==> src/rtl/reg_arb_pkg.sv <==
// reg_arb_pkg: shared state encoding and width helper for the register write arbiter
package reg_arb_pkg;
  typedef enum logic {ST_IDLE = 1'b0, ST_HOLD = 1'b1} state_t;
  function automatic int clog2(input int v);
    int r;
    r = 0;
    while ((1 << r) < v) r++;
    return r;
  endfunction
endpackage

==> src/rtl/reg_write_arbiter_rr_picker.sv <==
// rr_picker: combinational round-robin pick of the first requester at or after ptr
module rr_picker
  import reg_arb_pkg::*;
#(
  parameter int NREQ = 4,
  parameter int GW = clog2(NREQ)
) (
  input  logic [NREQ-1:0] i_req,
  input  logic [GW-1:0]   i_ptr,
  output logic [GW-1:0]   o_g,
  output logic            o_valid
);
  logic [GW-1:0] w_idx;
  always_comb begin
    o_g = '0;
    o_valid = 1'b0;
    w_idx = '0;
    for (int k = NREQ - 1; k >= 0; k--) begin
      w_idx = GW'((int'(i_ptr) + k) % NREQ);
      if (i_req[w_idx]) begin
        o_g = w_idx;
        o_valid = 1'b1;
      end
    end
  end
endmodule

==> src/rtl/reg_write_arbiter.sv <==
// reg_write_arbiter: round-robin shared register with a guaranteed hold window after each load
module reg_write_arbiter
  import reg_arb_pkg::*;
#(
  parameter int N = 16,
  parameter int NREQ = 4,
  parameter int HOLD = 2
) (
  input  logic                     clk,
  input  logic                     rst,
  input  logic [NREQ-1:0]          req,
  input  logic [NREQ*N-1:0]        din,
  output logic [NREQ-1:0]          ack,
  output logic [N-1:0]             out,
  output logic [clog2(NREQ)-1:0]   owner,
  output logic                     busy
);
  localparam int GW = clog2(NREQ);
  localparam int CW = clog2(HOLD + 1);
  state_t r_state, w_state_nxt;
  logic [GW-1:0] r_ptr, r_owner, w_g;
  logic [CW-1:0] r_cnt;
  logic [NREQ-1:0] r_ack;
  logic [N-1:0] r_out;
  logic w_valid, w_grant;
  rr_picker #(.NREQ(NREQ), .GW(GW)) u_pick (
    .i_req(req), .i_ptr(r_ptr), .o_g(w_g), .o_valid(w_valid)
  );
  assign w_grant = (r_state == ST_IDLE) && w_valid;
  always_comb begin
    w_state_nxt = (r_state == ST_IDLE) ? (w_valid ? ST_HOLD : ST_IDLE)
                                       : ((r_cnt == '0) ? ST_IDLE : ST_HOLD);
  end
  always_ff @(posedge clk) begin
    r_state <= rst ? ST_IDLE : w_state_nxt;
  end
  always_ff @(posedge clk) begin
    if (rst) begin
      r_out <= '0;
      r_owner <= '0;
      r_ack <= '0;
      r_ptr <= '0;
      r_cnt <= '0;
    end else begin
      r_ack <= w_grant ? (NREQ'(1) << w_g) : '0;
      if (w_grant) begin
        r_out <= din[int'(w_g)*N +: N];
        r_owner <= w_g;
        r_ptr <= (w_g == GW'(NREQ - 1)) ? '0 : w_g + GW'(1);
        r_cnt <= CW'(HOLD - 1);
      end else if (r_state == ST_HOLD && r_cnt != '0) begin
        r_cnt <= r_cnt - CW'(1);
      end
    end
  end
  assign ack = r_ack;
  assign out = r_out;
  assign owner = r_owner;
  assign busy = (r_state == ST_HOLD);
endmodule

==> config.mk <==
export PLATFORM = sky130hd
export DESIGN_NAME = reg_write_arbiter
export DESIGN_NICKNAME = d
export VERILOG_FILES = /design/src/rtl/reg_arb_pkg.sv /design/src/rtl/reg_write_arbiter_rr_picker.sv /design/src/rtl/reg_write_arbiter.sv
export SDC_FILE = /design/constraint.sdc
export NUM_CORES = 1
export LEC_CHECK = 0
export BUFFER_PORTS_ARGS = -buffer_cell sky130_fd_sc_hd__buf_2
export CORE_MARGIN = 2
export CORE_UTILIZATION = 45
export CTS_CLUSTER_DIAMETER = 150
export DETAILED_ROUTE_END_ITERATION = 7
export PLACE_DENSITY = 0.84
export SYNTH_ARGS = -nofsm -noshare
export SYNTH_HDL_FRONTEND = slang
export SYNTH_SLANG_ARGS = --single-unit
==> constraint.sdc <==
create_clock -name clk -period 2.8 [get_ports clk]
set_input_delay 0.14 -clock clk [delete_from_list [all_inputs] [get_ports clk]]
set_output_delay 0.14 -clock clk [all_outputs]
set_load 0.01 [all_outputs]
==> results.sh <==
export IMPL_status="complete, no violations"
export IMPL_multi_input_area_sq_um=828
export IMPL_p_total_w=0.00102
export IMPL_endpoint_kind="flop"
export IMPL_grtUsageTotal_pct=19.3
export IMPL_drc=0
export IMPL_min_from="din[47]"
export IMPL_vias=1402
export IMPL_cts_sinks=27
export IMPL_synth_cell_types=27
export IMPL_swShare_pct=33.4
export IMPL_cts_buffer_depth=2
export IMPL_rsz0062_at_grt="no"
export IMPL_maxCapViolCount=0
export IMPL_path_class="reg -> reg"
export IMPL_grt_max_degree=34
export IMPL_placed_cells=273
export IMPL_finalHoldViolations=0
export IMPL_grt_pass1_wl_mm=5.33
export IMPL_layout_nets=305
export IMPL_fin_crit_sh_pct=68.4
export IMPL_start_kind="flop"
export IMPL_totalWireLength_mm=3.39
export IMPL_wl_per_cell_um=12.3
export IMPL_synth_avg_cell_area_sq_um=10.1
export IMPL_die_w_um=61.0
export IMPL_final_cells=277
export IMPL_cts_root_buffer="clkbuf_4"
export IMPL_p_int_w=0.000680
export IMPL_p_clk_share_pct=16.0
export IMPL_regArea_sq_um=541
export IMPL_first_pass_iters=4
export IMPL_antenna_left=0
export IMPL_r2r_start="r_ptr[1]"
export IMPL_synthTopCellsByArea="dfxtp_1 37%, mux2i_1 21%, o221ai_2 8.2%"
export IMPL_synth_nets=216
export IMPL_slew_headroom_pct=35.3
export IMPL_netSwitchingPower_w=0.000342
export IMPL_critPathLaunch="r_ptr[1]"
export IMPL_worstMarginPinSlew_ps=967
export IMPL_cts_tree="done"
export IMPL_fin_crit_ps=1920
export IMPL_ys_seq_elements=27
export IMPL_worst_clock_skew_ps=7.59
export IMPL_port_buffers=92
export IMPL_dieArea_sq_um=3720
export IMPL_synth_area_leader_cell="dfxtp_1"
export IMPL_cts_htree_levels=1
export IMPL_viasPerCell=5.06
export IMPL_holdBufCountCts=0
export IMPL_area_delta_synth_final_pct=32.1
export IMPL_rows=20
export IMPL_syn_inst=145
export IMPL_worst_ep_arrival_time_ps=2090
export IMPL_hpwl_mm=2.70
export IMPL_antenna_cells=0
export IMPL_grt_overflow=0
export IMPL_grt_pass1_vias=1221
export IMPL_initial_core_util_pct=47.5
export IMPL_hold_path_class="in -> reg"
export IMPL_clock_latency_ps=310
export IMPL_power_density_nw_per_um2=529
export IMPL_r2r_cells=4
export IMPL_top_layer_used="met4"
export IMPL_cp_max_fo=17
export IMPL_coreArea_sq_um=3080
export IMPL_yosysWarningCount=0
export IMPL_hold_depth=3
export IMPL_required_ps=2970
export IMPL_comb_power_share_pct=37.9
export IMPL_drive_gt1_share_pct=47.2
export IMPL_post_cts_buffers=0
export IMPL_dieHeight_um=61.0
export IMPL_wl_met2_mm=1.66
export IMPL_fmax_ghz=0.522
export IMPL_fin_util_pct=62.7
export IMPL_drv_slew=0
export IMPL_wl_met1_mm=1.50
export IMPL_n_fill_cell=286
export IMPL_wl_met3_um=214
export IMPL_synth_top_area_share_pct=37.0
export IMPL_cts_buffers=3
export IMPL_ir_drop_mv=0.234
export IMPL_grt_antenna_before_repair=0
export IMPL_syn_area_sq_um=1460
export IMPL_power_frac_seq_pct=46.1
export IMPL_clk_pin_slew_ps=140
export IMPL_final_setup_viol_count=0
export IMPL_ys_seq_area_share_pct=37.0
export IMPL_ios=93
export IMPL_cts_resized=0
export IMPL_p_leak_nw=1.01
export IMPL_gp_congestion=0.816
export IMPL_timing_setup_tns_ps=0
export IMPL_first_iter_violations=47
-- worst paths after layout --
path | end | slack [ps]
setup / recovery | out[6] | 880
setup reg to reg | out[6] | 880
hold / removal | out[15] | 80
hold reg to reg | owner[1] | 460
-- metal layers --
layer | up-vias | GRT usage [%]
li1 | 712 | -
met4 | 0 | 4.66
met3 | 2 | 3.62
met5 | - | 0
met2 | 56 | 34.6
met1 | 632 | 23.7
-- sequential cells by signal, indices dropped and copies added, names as in the netlist --
| name | flops |
|---|---|
| out | 16 |
| owner | 2 |
| r_ptr | 2 |
| busy | 1 |
| r_cnt | 2 |
| ack | 4 |
-- cells in the mapped netlist --
library cell  number
nand2_1           20
nand2b_4           1
buf_6              6
and2_1             1
clkbuf_4           1
a211oi_2           1
ha_1               1
a211oi_1           2
nor2b_1            3
nand2b_1           2
nor2_2             1
mux2i_1           31
o32a_1             1
a21oi_2            1
clkbuf_1           2
o221ai_2           8
a21o_1             2
o221ai_1           8
a21oi_1            5
nand4_1            1
dfxtp_1           27
nor2_1            12
inv_1              3
xnor2_1            2
a32oi_1            1
a2111oi_0          1
a211o_1            1
-- power groups by stage --
stage | sequential [W] | combinational, W | clock, W
2_1_floorplan | 0.000501 | 0.000258 | 0
3_3_place_gp | 0.000480 | 0.000384 | 0
3_5_place_dp | 0.000479 | 0.000392 | 0
4_1_cts | 0.000471 | 0.000392 | 0.000167
5_1_grt | 0.000478 | 0.000428 | 0.000186
6_report | 0.000471 | 0.000387 | 0.000163
-- per-stage QoR --
stage	setup slack (ps)	area [sq um]	hold slack, ps
CTS	874	1930	72.7
finish	884	1930	82.4
global placement	935	1900	408
global route	740	1930	61.5
floorplan	1280	1460	309
detailed placement	878	1900	411
-- cell type report --
class                      instances  share of cell area, %
multi-input combinational        106                   42.9
sequential                        27                   28.0
timing repair buffer              93                   24.2
tap                               44                   2.85
clock buffer                       3                   1.17
inverter                           3                  0.583
clock inverter                     1                  0.259
-- kinds of logic after synthesis --
kind of cell / count (synthesis) / share of synthesized area [%]
AOI/OAI and AO/OA: 31 / 20.7
xor gates and xnor gates: 2 / 1.20
adders and majority gates: 1 / 0.856
buffers and inverters: 12 / 6.42
DFF: 27 / 37.0
muxes: 31 / 21.2
and+or+nand+nor: 41 / 12.6
-- cells in the final DEF (no fill, tap or decap), types with 2 or more instances in the layout --
cell      Yosys  final
a211oi_1      2      2
a21o_1        2      2
a21oi_1       5      5
buf_2         0     92
clkbuf_4      1      3
dfxtp_1      27     27
inv_1         3      3
mux2i_1      31     31
nand2_1      20     20
nand2b_1      2      2
nor2_1       12     12
nor2b_1       3      3
o221ai_1      8      8
o221ai_2      8      8
xnor2_1       2      2
-- worst max-delay path: stages, from the launching register on --
cell	delay, ps
dfxtp_1	460
a21oi_1	110
o32a_1	430
nand2_1	560
o221ai_1	210
No activity file was read; power rests on OpenSTA's default activity.
